--- src/rtl/apb_slave_mem.sv ---
`timescale 1ns/1ps
// APB word-addressed memory slave with parameterised wait states and error counting.
// Latency: PREADY rises in access cycle WAIT_CYCLES+1. PREADY, PSLVERR and PRDATA are registered.
// Backpressure: the slave stalls the master by holding PREADY low for WAIT_CYCLES access cycles.
// Ports: PCLK/PRESETn are the clock and async active-low reset.
//        PSEL/PENABLE/PWRITE/PADDR/PWDATA form the APB request.
//        PRDATA/PREADY/PSLVERR form the response.
//        err_cnt counts error-terminated and aborted transfers, saturating at 255.
module apb_slave_mem #(
  parameter int ADDR_WIDTH  = 8,
  parameter int DATA_WIDTH  = 32,
  parameter int DEPTH       = 64,
  parameter int WAIT_CYCLES = 0
) (
  input  logic                  PCLK,
  input  logic                  PRESETn,
  input  logic                  PSEL,
  input  logic                  PENABLE,
  input  logic                  PWRITE,
  input  logic [ADDR_WIDTH-1:0] PADDR,
  input  logic [DATA_WIDTH-1:0] PWDATA,
  output logic [DATA_WIDTH-1:0] PRDATA,
  output logic                  PREADY,
  output logic                  PSLVERR,
  output logic [7:0]            err_cnt
);

  localparam logic [1:0] IDLE  = 2'd0;
  localparam logic [1:0] SETUP = 2'd1;
  localparam logic [1:0] WAIT  = 2'd2;
  localparam logic [1:0] READY = 2'd3;

  localparam int         IDX_W     = (DEPTH > 1) ? $clog2(DEPTH) : 1;
  localparam logic [2:0] WAIT_LOAD = 3'((WAIT_CYCLES == 0) ? 0 : WAIT_CYCLES - 1);

  // One extra bit so DEPTH == 2**ADDR_WIDTH still compares correctly.
  typedef logic [ADDR_WIDTH:0] aext_t;

  logic [1:0]            state_q, state_eff, state_d;
  logic [2:0]            wcnt_q, wcnt_d;
  logic [ADDR_WIDTH-1:0] addr_q, addr_cur;
  logic                  write_q, write_cur;
  logic [DATA_WIDTH-1:0] wdata_q;
  logic                  access, abort, commit;
  logic                  cur_bad, q_bad;
  logic [DATA_WIDTH-1:0] mem [DEPTH];

  assign access = PSEL && PENABLE;

  // The APB setup cycle is the SETUP state. It is seen combinationally from IDLE,
  // so the registered state moves straight to WAIT/READY on the edge that ends it.
  // That keeps the latency at WAIT_CYCLES+1 access cycles.
  always_comb begin
    state_eff = state_q;
    if (state_q == IDLE && PSEL && !PENABLE) begin
      state_eff = SETUP;
    end
    state_d = state_eff;
    wcnt_d  = wcnt_q;
    abort   = 1'b0;
    commit  = 1'b0;
    case (state_eff)
      IDLE: state_d = IDLE;
      SETUP: begin
        if (WAIT_CYCLES == 0) begin
          state_d = READY;
        end else begin
          state_d = WAIT;
          wcnt_d  = WAIT_LOAD;
        end
      end
      WAIT: begin
        if (!access) begin
          abort   = 1'b1;
          state_d = IDLE;
          wcnt_d  = 3'd0;
        end else if (wcnt_q == 3'd0) begin
          state_d = READY;
        end else begin
          wcnt_d = wcnt_q - 3'd1;
        end
      end
      default: begin
        // READY always falls back to IDLE.
        // A back-to-back setup is picked up from IDLE on the following cycle.
        state_d = IDLE;
        if (access) begin
          commit = 1'b1;
        end else begin
          abort = 1'b1;
        end
      end
    endcase
  end

  // Transfer attributes: live bus values during SETUP, captured copies afterwards.
  assign addr_cur  = (state_eff == SETUP) ? PADDR  : addr_q;
  assign write_cur = (state_eff == SETUP) ? PWRITE : write_q;
  assign cur_bad   = aext_t'(addr_cur) >= aext_t'(DEPTH);
  assign q_bad     = aext_t'(addr_q)   >= aext_t'(DEPTH);

  always_ff @(posedge PCLK or negedge PRESETn) begin
    if (!PRESETn) begin
      state_q <= IDLE;
      wcnt_q  <= 3'd0;
      addr_q  <= '0;
      write_q <= 1'b0;
      wdata_q <= '0;
      PREADY  <= 1'b0;
      PSLVERR <= 1'b0;
      PRDATA  <= '0;
      err_cnt <= 8'd0;
      for (int i = 0; i < DEPTH; i++) begin
        mem[i] <= '0;
      end
    end else begin
      state_q <= state_d;
      wcnt_q  <= wcnt_d;
      if (state_eff == SETUP) begin
        addr_q  <= PADDR;
        write_q <= PWRITE;
        wdata_q <= PWDATA;
      end
      PREADY  <= (state_d == READY);
      PSLVERR <= (state_d == READY) && cur_bad;
      // Read data is loaded on entry to READY and otherwise held.
      if (state_d == READY) begin
        if (cur_bad) begin
          PRDATA <= '0;
        end else if (!write_cur) begin
          PRDATA <= mem[addr_cur[IDX_W-1:0]];
        end
      end
      if (commit && write_q && !q_bad) begin
        mem[addr_q[IDX_W-1:0]] <= wdata_q;
      end
      if ((abort || (commit && q_bad)) && err_cnt != 8'hFF) begin
        err_cnt <= err_cnt + 8'd1;
      end
    end
  end

endmodule

--- config.mk ---
export PLATFORM = sky130hd
export DESIGN_NAME = apb_slave_mem
export DESIGN_NICKNAME = d
export VERILOG_FILES = /design/src/rtl/apb_slave_mem.sv
export SDC_FILE = /design/constraint.sdc
export NUM_CORES = 2
export LEC_CHECK = 0
export BUFFER_PORTS_ARGS = -buffer_cell sky130_fd_sc_hd__buf_4
export CAP_MARGIN = 20
export CORE_MARGIN = 1.5
export CORE_UTILIZATION = 46
export CTS_BUF_LIST = sky130_fd_sc_hd__clkbuf_4
export DETAILED_ROUTE_END_ITERATION = 12
export HOLD_SLACK_MARGIN = 0.06
export PLACE_DENSITY = 0.7
export RECOVER_POWER = 50
export SLEW_MARGIN = 20
export SYNTH_ARGS = -nofsm -noshare
export SYNTH_HDL_FRONTEND = slang
export SYNTH_SLANG_ARGS = --single-unit
--- constraint.sdc ---
create_clock -name PCLK -period 2.6 [get_ports PCLK]
set_input_delay 0.52 -clock PCLK [delete_from_list [all_inputs] [get_ports PCLK]]
set_output_delay 0.52 -clock PCLK [all_outputs]
set_load 0.05 [all_outputs]
== Yosys cells after proc, flatten, opt, wreduce, memory -nomap -nowiden ==
Cells that the tools add are included.

* Output and inout bits: 42
* Bits in registers: 2136

* Reduce and logical (&&, ||, !) cells: 19
* $add $sub $neg: 2
* Mux-type cells: 20
* Equality and inequality tests: 6
* Order comparisons: 5
* Bitwise logic cells: 2

{| class="wikitable"
|+ Operators by type and width
! kind !! count
|-
| $bwmux W2048 || 1
|-
| $bmux W32 S6 || 1
|-
| $demux W32 S6 || 1
|-
| $mux W32 || 5
|-
| $ge A8 B7 Y1 const B || 2
|-
| $ge A7 B7 Y1 const B || 2
|-
| $not A6 Y7 || 2
|-
| $logic_and A1 B1 Y1 || 9
|-
| $add A8 B1 Y8 const B || 1
|-
| $mux W8 || 1
|-
| $ne A8 B8 Y1 const B || 1
|-
| $lt A7 B1 Y1 const B || 1
|-
| $mux W2 || 3
|-
| $mux W3 || 2
|-
| $mux W1 || 5
|-
| $eq A2 B2 Y1 const B || 2
|-
| $logic_not A2 Y1 || 2
|-
| $pmux W2 S2 || 1
|-
| $reduce_and A2 Y1 || 2
|-
| $logic_not A3 Y1 || 1
|-
| $reduce_or A3 Y1 || 1
|-
| $sub A3 B1 Y3 const B || 1
|-
| $eq A2 B1 Y1 const B || 1
|-
| $logic_not A1 Y1 || 2
|-
| other kinds (4) || 4
|}

== Longest topological paths before layout ==
* Depth after elaboration: 12
* Mapped depth: 15

== Least setup slack after synthesis ==
No wires, ideal clock.

* Path type: in2reg
* From: input port PENABLE
* To: register PRDATA[3]
* Arrival time: 2.762 ns
* Library setup time: 0.135 ns
* Stages on the path: 10
* Buffers on the path: 3
* Path slack: -0.297 ns
* Cell sequence: nand2b_1 -> a21oi_2 -> buf_2 -> mux2i_1 -> clkbuf_1 -> clkbuf_1 -> o21ai_0 -> a32o_1 -> a32oi_1 -> o211ai_1

* Cells in the longest elaborated chain, start to end: 11
* Elaborated cells on any way between the ends: 21
* Classes of those cells: 1 x order compare; 4 x eq/ne; 11 x mux; 1 x bitwise; 4 x reduce/logical

{| class="wikitable"
|+ RTL lines
! item !! RTL line !! RTL
|-
| from (decl) || 18 || <nowiki>input logic PENABLE,</nowiki>
|-
| $logic_not A1 Y1 || 55 || <nowiki>if (state_q == IDLE && PSEL && !PENABLE) begin</nowiki>
|-
| $logic_and A1 B1 Y1 || 55 ||
|-
| $mux W2 || 55 ||
|-
| $eq A2 B1 Y1 || 62, 97, 98 ||
|-
| $mux W8 || -- ||
|-
| $not A6 Y7 (not written as such) || 131 || <nowiki>PRDATA <= mem[addr_cur[IDX_W-1:0]];</nowiki>
|-
| $bmux W32 S6 || 131 ||
|-
| $mux W32 (not written as such) (2 in a row) || 131 ||
|-
| $mux W32 || 130 || <nowiki>end else if (!write_cur) begin</nowiki>
|-
| $mux W32 || 128 || <nowiki>if (cur_bad) begin</nowiki>
|-
| to (signal assigned) || 131 ||
|-
| to (decl) || 22 || <nowiki>output logic [DATA_WIDTH-1:0] PRDATA,</nowiki>
|}

Several ways; a longest one is shown, not always the timed one. The select of a mux whose other input is x is not followed.
A chain may end at the register's enable or synchronous reset.

== Worst setup path in the final report ==
* From: register state_q[1]
* To: register PRDATA[28]

* Cells in the longest elaborated chain, start to end: 12
* Elaborated cells on any way between the ends: 21
* Classes of those cells: 1 x order compare; 4 x eq/ne; 11 x mux; 1 x bitwise; 4 x reduce/logical

{| class="wikitable"
|+ RTL lines
! item !! RTL line !! RTL
|-
| from (decl) || 39 || <nowiki>logic [1:0] state_q, state_eff, state_d;</nowiki>
|-
| from (signal assigned) || 117 || <nowiki>state_q <= state_d;</nowiki>
|-
| $logic_not A2 Y1 || 55 ||
|-
| $logic_and A1 B1 Y1 (2 in a row) || 55 ||
|-
| $mux W2 (*) || 55 ||
|-
| $eq A2 B1 Y1 || 62, 97, 98 ||
|-
| $mux W8 || -- ||
|-
| $not A6 Y7 (not written as such) || 131 ||
|-
| $bmux W32 S6 || 131 ||
|-
| $mux W32 (not written as such) (2 in a row) || 131 ||
|-
| $mux W32 || 130 ||
|-
| $mux W32 || 128 ||
|}

Mark *: on every way between the ends. The rest lies on a longest branch, timed or not. The select of a mux whose other input is x is not followed.

==> results_dict.tcl <==
set metrics [dict create \
    status "finished with violations" \
    violations "max-capacitance violations, max-slew violations, negative setup slack" \
    vdd_drop_max_mv 0.849 \
    cts_sinks 2136 \
    synth_top_area_share_pct 54.2 \
    synthArstFlopShare_pct 100 \
    final-setup-viol-count 1515 \
    synth_area_um2 98600 \
    cp_max_fo 15 \
    r2r_start "state_q[1]" \
    vias_per_cell 6.25 \
    syn_nets 8278 \
    area_growth_pct 23.7 \
    grt_pass1_wl_um 514000 \
    setup_tns_ns -328.19 \
    clkPwrFrac_pct 24.2 \
    htree_levels 6 \
    synth_edf_count 0 \
    core_um2 213000 \
    drive_above_1_share_pct 46.7 \
    vias 77271 \
    final.period_utilization_pct 121 \
    cellInternalPower_w 0.0724 \
    avgSynthCellArea_um2 12.0 \
    synthCells 8230 \
    clock_skew_ns 0.125 \
    max_freq_mhz 319 \
    grt_usage_pct 31.5 \
    dieArea_um2 217000 \
    powerDensity_nw_per_um2 1010 \
    synth.distinct_cells 66 \
    dp_hpwl_um 212000 \
    rows 169 \
    nets 9208 \
    p_sw_share_pct 41.4 \
    end_kind "register" \
    yosys.area.top_type "dfrtp_1" \
    drtPass1Iterations 8 \
    io_pins 87 \
    ys_ff_latch 2136 \
    cap_viol_max_count 2 \
    die_y_um 466 \
    cts_made_buffers 574 \
    cts_tree "yes" \
    initial_core_util_pct 46.4 \
    worst_pin_slew_ns 1.72 \
    ys_seq_area_share_pct 54.2 \
    wirelength_um 349000 \
    antenna_found_initial 9 \
    cp-start-kind "register" \
    cts-root-buf "clkbuf_4" \
    crit_end "PRDATA[28]" \
    synth_commonest_cells "dfrtp_1, mux2_2, nand2_1, clkbuf_1, nand3_1" \
    clk_pin_slew_ns 0.07 \
    drcViolationCount 0 \
    grt_setup_unrepaired "true" \
    ff2ff_path_depth 12 \
    initialDrtViolationCount 8830 \
    place.gp.congestion 0.894 \
    cts_buffer_depth 4 \
    yosysMostFrequentCell "dfrtp_1" \
    r2r_setup_slack_ns -0.53 \
    setup_slack_ns -0.533 \
    critical_path.startpoint "state_q[1]" \
    final_core_util_pct 57.4 \
    fin_crit_ns 3.13 \
    finalHoldViolCount 0 \
    critical_path_required_ns 3.88 \
    port_buffers 86 \
    seqPwrFrac_pct 29.9 \
    crit_type "register to register" \
    drv_slew 142 \
    ys_warn_count 0 \
    clock_latency_ns 1.43 \
    dieWidth_um 466 \
    post_drt_wl_per_cell_um 28.3 \
    arrival_ns 4.41 \
    ys_top_cells_by_area "dfrtp_1, mux2_2, nand2_1" \
    slew_headroom_pct -14.5 \
    synth_ff_type "dfrtp_1" \
    ant_nets 0 \
    hold_path.class "input pin to register" \
    grt_max_degree 123 \
    grt_pass1_vias 78965 \
    reg2reg_to "PRDATA[28]" \
    grt_overflow 0 \
    n_fill_cell 16659 \
    power_switching_w 0.0512 \
    p_comb_share_pct 46.0 \
    leakage_nw 58.9 \
]
-- cell families after synthesis --
kind of cell / after synthesis / synth area share, %
muxes: 2240 / 25.4
DFF: 2136 / 54.2
and+or+nand+nor: 1846 / 8.35
AOI/OAI and AO/OA: 1152 / 8.37
buffers and inverters: 846 / 3.59
xor gates and xnor gates: 7 / 0.0622
adders and majority gates: 3 / 0.0381
-- through the flow --
step / hold WS, ns / cell area, um2 / worst slack, ns / instances / power, W
floorplan: 0.224 / 99000 / -0.0983 / 8230 / 0.0595
global placement: 0.466 / 110000 / -1.58 / 11147 / 0.0831
detailed placement: 0.469 / 110000 / -1.35 / 11147 / 0.0837
CTS: 0.125 / 121000 / -0.429 / 12296 / 0.120
global route: 0.189 / 122000 / -0.537 / 12351 / 0.127
finish: 0.245 / 122000 / -0.533 / 12354 / 0.124
-- cell type report --
class,instances,area [um2],share of cell area (%)
Timing Repair inverter,3,31.3,0.0256
Clock inverter,93,643,0.527
Tap cell,2821,3530,2.89
Timing Repair Buffer,1184,14100,11.6
Inverter,13,90.1,0.0738
Multi-Input combinational cell,5248,43700,35.8
Antenna cell,9,22.5,0.0185
Clock buffer,847,6360,5.21
Sequential cell,2136,53500,43.9
-- power groups by stage --
| stage | clock network, W | logic (W) | registers, W |
|---|---|---|---|
| CTS | 0.0302 | 0.0532 | 0.0368 |
| finish | 0.0299 | 0.0568 | 0.0369 |
| detailed placement | 0 | 0.0464 | 0.0373 |
| global placement | 0 | 0.0458 | 0.0373 |
| global route | 0.0321 | 0.0582 | 0.0370 |
| floorplan | 0 | 0.0229 | 0.0366 |
-- metal layers --
layer	track usage (%)	up-vias	routed length, um
li1	-	31882	-
met1	40.7	39668	133000
met2	47.5	4573	156000
met3	7.65	1146	37100
met4	19.9	2	23500
met5	0.198	-	171
-- cell usage in the layout, fill, tap and decap left out, types with 42 or more instances in the layout --
cell,n
a21oi_1,237
nand3_1,267
a311oi_1,43
buf_6,61
mux2_2,2069
dfrtp_1,2081
a31oi_1,69
nand4_1,44
mux2i_1,136
a32o_1,42
a211oi_1,99
clkinv_1,64
o21ai_0,103
a211oi_2,70
dlygate4sd3_1,97
buf_4,650
buf_12,275
dfrtp_2,55
nand2_1,1110
clkbuf_4,856
a32oi_1,84
a221o_1,44
and3_1,264
-- registers in the layout, summed over array words and instances, names as in the netlist --
| signal | flops |
|---|---|
| wdata_q | 32 |
| wcnt_q | 3 |
| addr_q | 8 |
| PSLVERR | 1 |
| PRDATA | 32 |
| PREADY | 1 |
| err_cnt | 8 |
| mem | 2048 |
| write_q | 1 |
| state_q | 2 |
-- worst min-delay path by stage --
| stage | cells past startpoint | endpoint | slack [ns] | from |
|---|---|---|---|---|
| 2_1_floorplan | 0 | PRDATA[0] | 0.22 | PRESETn |
| 5_1_grt | 4 | addr_q[5] | 0.19 | PADDR[5] |
| 6_report | 4 | addr_q[5] | 0.24 | PADDR[5] |
| 3_5_place_dp | 1 | mem[1221] | 0.47 | PRESETn |
| 4_1_cts | 4 | addr_q[5] | 0.12 | PADDR[5] |
| 3_3_place_gp | 1 | mem[1221] | 0.47 | PRESETn |
-- timing repair --
action                     4_1_cts  5_1_grt
hold buffers                    98        0
gates cloned                    24       12
resized for setup              352      142
hold endpoints to repair      2185        0
setup endpoints to repair     1178      819
pin swaps                       65       64
buffers inserted                89       38
-- worst max-delay path, cell delays in order, from the launching register on --
cell and delay [ns]:
dfrtp_2 0.45, buf_4 0.17, a21oi_4 0.14, buf_12 0.13, buf_12 0.15, buf_4 0.14
mux2_8 0.40, buf_4 0.18, buf_4 0.20, a32o_1 0.25, o31ai_1 0.58, o31ai_1 0.14
nand4_1 0.10
(Power assumes the default switching activity.)
